## src/rtl/ram8_chip_pkg.sv

```systemverilog
// Shared sizing constants for the RAM chip family (RAM8, RAM64 and up).
package ram8_chip_pkg;
    localparam int WORD_WIDTH  = 16;
    localparam int RAM8_DEPTH  = 8;
    localparam int RAM8_ADDR_W = 3;
endpackage

```

## src/rtl/mux_chip_2to1.sv

```systemverilog
// Word-wide 2:1 multiplexer: out = s ? b : a.
module mux_chip_2to1
    import ram8_chip_pkg::*;
#(
    parameter int WIDTH = WORD_WIDTH
) (
    input  logic [WIDTH-1:0] a,
    input  logic [WIDTH-1:0] b,
    input  logic             s,
    output logic [WIDTH-1:0] out
);
    assign out = s ? b : a;
endmodule

```

## src/rtl/ram8_chip_register.sv

```systemverilog
// register_chip: WIDTH bit cells, each a 2:1 mux (hold vs. new input) feeding a DFF.
module register_chip
    import ram8_chip_pkg::*;
#(
    parameter int WIDTH = WORD_WIDTH
) (
    input  logic             clk,
    input  logic             rst,
    input  logic             load,
    input  logic [WIDTH-1:0] in,
    output logic [WIDTH-1:0] out
);
    genvar b;
    generate
        for (b = 0; b < WIDTH; b++) begin : g_cell
            logic next;

            mux_chip_2to1 #(.WIDTH(1)) u_mux (
                .a   (out[b]),
                .b   (in[b]),
                .s   (load),
                .out (next)
            );

            // Reset overrides the mux so a simultaneous load is discarded.
            always_ff @(posedge clk) begin
                if (rst) out[b] <= 1'b0;
                else     out[b] <= next;
            end
        end
    endgenerate
endmodule

```

## src/rtl/ram8_chip.sv

```systemverilog
// 8 x 16 RAM: synchronous write through a load demux, combinational read through a 2:1 mux tree.
module ram8_chip
    import ram8_chip_pkg::*;
#(
    parameter int WIDTH  = WORD_WIDTH,
    parameter int DEPTH  = RAM8_DEPTH,
    parameter int ADDR_W = RAM8_ADDR_W
) (
    input  logic              clk,
    input  logic              rst,
    input  logic [WIDTH-1:0]  in,
    input  logic [ADDR_W-1:0] address,
    input  logic              load,
    output logic [WIDTH-1:0]  out
);
    logic [WIDTH-1:0] words [DEPTH];
    logic [DEPTH-1:0] word_load;
    logic [WIDTH-1:0] lvl1  [4];
    logic [WIDTH-1:0] lvl2  [2];

    genvar i;
    generate
        for (i = 0; i < DEPTH; i++) begin : g_word
            assign word_load[i] = load && (address == ADDR_W'(i));

            register_chip #(.WIDTH(WIDTH)) u_reg (
                .clk  (clk),
                .rst  (rst),
                .load (word_load[i]),
                .in   (in),
                .out  (words[i])
            );
        end

        // Tree is sized for the fixed 8-word depth: address[0] picks at the leaves.
        for (i = 0; i < 4; i++) begin : g_lvl1
            mux_chip_2to1 #(.WIDTH(WIDTH)) u_mux (
                .a   (words[2*i]),
                .b   (words[2*i+1]),
                .s   (address[0]),
                .out (lvl1[i])
            );
        end

        for (i = 0; i < 2; i++) begin : g_lvl2
            mux_chip_2to1 #(.WIDTH(WIDTH)) u_mux (
                .a   (lvl1[2*i]),
                .b   (lvl1[2*i+1]),
                .s   (address[1]),
                .out (lvl2[i])
            );
        end
    endgenerate

    mux_chip_2to1 #(.WIDTH(WIDTH)) u_root (
        .a   (lvl2[0]),
        .b   (lvl2[1]),
        .s   (address[2]),
        .out (out)
    );
endmodule

```

## config.mk

```make
export PLATFORM = sky130hd
export DESIGN_NAME = ram8_chip
export DESIGN_NICKNAME = d
export VERILOG_FILES = /design/src/rtl/ram8_chip_pkg.sv /design/src/rtl/mux_chip_2to1.sv /design/src/rtl/ram8_chip_register.sv /design/src/rtl/ram8_chip.sv
export SDC_FILE = /design/constraint.sdc
export NUM_CORES = 1
export LEC_CHECK = 0
export CORE_UTILIZATION = 55
export CTS_CLUSTER_DIAMETER = 100
export DETAILED_ROUTE_END_ITERATION = 8
export MAX_ROUTING_LAYER = met4
export PLACE_DENSITY = 0.81
export RECOVER_POWER = 25
export SLEW_MARGIN = 20
export SYNTH_ARGS = -nofsm -noshare
export SYNTH_HDL_FRONTEND = slang
export SYNTH_SLANG_ARGS = --single-unit
```

## constraint.sdc

```tcl
create_clock -name clk -period 1.8 [get_ports clk]
set_clock_uncertainty 0.15 [all_clocks]
set_input_delay 0.18 -clock clk [delete_from_list [all_inputs] [get_ports clk]]
set_output_delay 0.18 -clock clk [all_outputs]
set_load 0.005 [all_outputs]
```

==> summary.txt <==
Yosys
  – Adder-cell area share of the yosys netlist: 0%
  – Number of instances in the synthesized netlist: ~650
  – Area fraction in compound gates after synthesis: 11.2%
  – Number of distinct standard cells referenced by the synthesized netlist: 23
  – Synth Warn #: 0
  – Mapped Nets: ~670
  – Largest family of logic cells by synthesized area: simple AND/OR/NAND/NOR gates
  – Synth Area in XOR/XNOR: 0%
  – Number of synthesized register bits: between 100 and 150
  – Average size of a mapped cell: 8.82 sq um
  – Post-synthesis sequential area ratio: 44.9%
  – Multiplexer share of the synthesized area: roughly 16%
  – Cell Area, Synth: 5700 sq um
  – Area fraction in and, or, nand and nor cells after synthesis: 19.9%

STA
  – Unrepaired setup endpoints after global routing: yes
  – Final count of hold timing violations: 0
  – Worst rel slew slack: between 60 and 70%
  – Worst setup slack after layout: -0.308 ns
  – Number of setup violations in the final report: 16
  – Minimum period implied by the final worst setup slack: 2.11 ns
  – Worst-Margin Slew: between 0.5 and 0.6 ns
  – Max-slew violation count: 0
  – Final critical-path share of the clock period: 117%
  – Achievable frequency: between 400 and 500 MHz

Floorplan
  – Die X-Extent: 104 um
  – DIE HEIGHT: roughly 100 um
  – Starting utilization of the core area: 57.6%
  – I/O Pins: 38
  – Core Footprint: a little under 10,000 sq um
  – Site Rows: 36
  – Total Die Area: around 11,000 sq um

Power and ir drop
  – Power density over the cells: approximately 1000 nW/um^2
  – Reported leakage power: 0.00251 uW
  – Largest voltage drop on the vdd net: around 0.67 mV

Place
  – Worst slack, placed: -0.338 ns
  – Global placement routability congestion: ~0.85
  – Number of port buffers: 37
  – HPWL after DPL: ~10000 um

Critical path
  – Data required, critical path: approximately 1.5 ns
  – CP top delay family: multiplexers
  – Cells along the critical path: mux4_2, mux2_4, buf_6
  – Maximum fanout count along the critical path: 2
  – Max incr delay on CP: 0.49 ns
  – Data arrival time at the worst-slack endpoint: approximately 1.8 ns
  – Cell at the slowest stage of the critical path: sky130_fd_sc_hd__mux4_2
  – Kind of critical path: flop to output pin
  – Count of buffer and inverter cells on the critical path: 1
  – Endpoint type of the worst setup path: output pin
  – Critical path startpoint category: flop

Clock tree
  – Clock sinks: around 130
  – Buffer depth of the longest clock path: 2
  – Clock network latency to the later pin of the worst-skew pair: around 0.53 ns
  – H-tree depth: 4
  – Buffer type at the clock tree root: sky130_fd_sc_hd__clkbuf_8
  – CTS buffer count: 17
  – Clock-pin slew on the worst setup and hold paths: 0.06 ns
  – CTS tree: yes

Global route
  – Aggregate global-route resource usage: approximately a third
  – Largest net degree at the start of global routing: roughly 130
  – Number of antenna violations at the first check in global routing: 0
  – First-pass GRT wire length: approximately 27,000 um
  – Overflow left after global routing: 0
  – Via count of the first global-routing pass: 5,252

Finish
  – Final core utilization: between 70% and 80%
  – Share of post-route cells with drive strength above 1: between 20% and 30%
  – Number of flip-flops under the largest register name: between 100 and 150
  – Largest Register: g_word.u_reg.out
  – Number of nets at the end of the flow: between 700 and 800
  – Growth of design area from synthesis to finish: 22.4%
  – Registers with the highest flip-flop counts: g_word.u_reg.out x128
  – Antenna cell count: 0

Status
  – Run status: complete, but fails checks
  – Violated checks: setup timing

Routing
  – Via count: roughly 5,100
  – Average detailed-routed wire length per instance: ~20 um
  – Iteration-0 DRC Markers: 447
  – Count of nets left with antenna violations after detail routing: 0
  – DRC violations left: 0
  – Vias per std cell: 6.13
  – First-pass iteration count of the detailed router: 5
  – Wire length after detailed routing: roughly 16,000 um

Flow run
  – Max Cap Violations: 0

Min path
  – Class of the most critical hold timing path: primary input to flop
[layout by cell type, fill, tap and decap left out, drive strengths merged, types with 4 or more instances in the layout]
master | synthesis | final
clkinv | 0 | 6
a21oi | 128 | 128
clkdlybuf4s50 | 0 | 17
nand2 | 256 | 256
dfxtp | 128 | 128
buf | 40 | 70
bufinv | 0 | 4
clkbuf | 31 | 28
mux4 | 32 | 32
mux2 | 16 | 16
[stage by stage]
step	instance area [sq um]	instances	hold slack, ns	TNS, ns	power [uW]
floorplan	5700	647	0.282	0	3320
CTS	6980	836	0.0685	-4.17	7030
global route	6980	839	0.0930	-5.34	7240
global placement	6280	801	0.289	-15.95	3480
detailed placement	6280	801	0.295	-19.55	3500
finish	6980	839	0.0445	-4.26	7050
[cell usage after synthesis, drive strengths merged]
library cell	n	area (sq um)
or4b	1	10.0
mux4	32	747
nand4b	3	26.3
and4	1	10.0
a21oi	128	641
nor4b	1	23.8
buf	40	314
dfxtp	128	2560
and4b	3	31.3
nand4bb	3	33.8
mux2	16	184
nand4	1	6.26
nand2	256	961
nor4bb	1	10.0
clkbuf	31	119
and4bb	2	25.0
[metal layers]
layer / wire length (um) / global-route usage, %
met4: 880 / 20.1
met5: 0 / -
met2: 8080 / 52.5
met3: 1470 / 6.61
met1: 6030 / 38.1
[worst reg2reg max path: stages, from the launching register on]
cell and delay (ns):
sky130_fd_sc_hd__dfxtp_2 0.34, sky130_fd_sc_hd__buf_4 0.11, sky130_fd_sc_hd__nand2_1 0.04, sky130_fd_sc_hd__a21oi_1 0.17
[repair_timing]
item / 4_1_cts / 5_1_grt
hold endpoints to repair: 0 / 0
buffers inserted: 3 / 3
hold buffers: 0 / 0
cloned: 0 / 0
resized for setup: 114 / 14
setup endpoints to repair: 16 / 16
[area by class of cell]
class / instances / area [sq um]
Fill cell: 652 / 2930
Multi-Input combinational cell: 448 / 2750
Sequential cell: 128 / 2590
Timing Repair Buffer: 98 / 860
Clock buffer: 18 / 428
Clock inverter: 14 / 189
Tap cell: 133 / 166
[kinds of logic after synthesis]
| group | Yosys count |
|---|---|
| AO/OA/AOI/OAI | 128 |
| buffers and inverters | 71 |
| flip-flops | 128 |
| multiplexers | 48 |
| AND/OR/NAND/NOR | 272 |
[worst paths after layout]
check	from	end	slack, ns	depth (start not counted)
worst max-delay path	g_word[6].u_reg.out[4]	out[4]	-0.31	3
worst min-delay path	rst	g_word[2].u_reg.out[2]	0.04	3
worst max register to register	g_word[6].u_reg.out[4]	g_word[6].u_reg.out[4]	0.91	3
worst min register to register	g_word[6].u_reg.out[9]	g_word[6].u_reg.out[9]	0.31	2
[power by group]
group / switching [uW] / leakage, uW / total, uW / internal (uW)
Clock: 1300 / 0.000297 / 3580 / 2280
Sequential: 33.9 / 0.00105 / 2930 / 2900
Combinational: 304 / 0.00117 / 546 / 242
Total: 1630 / 0.00251 / 7050 / 5420
No activity file was read; power rests on OpenSTA's default activity.
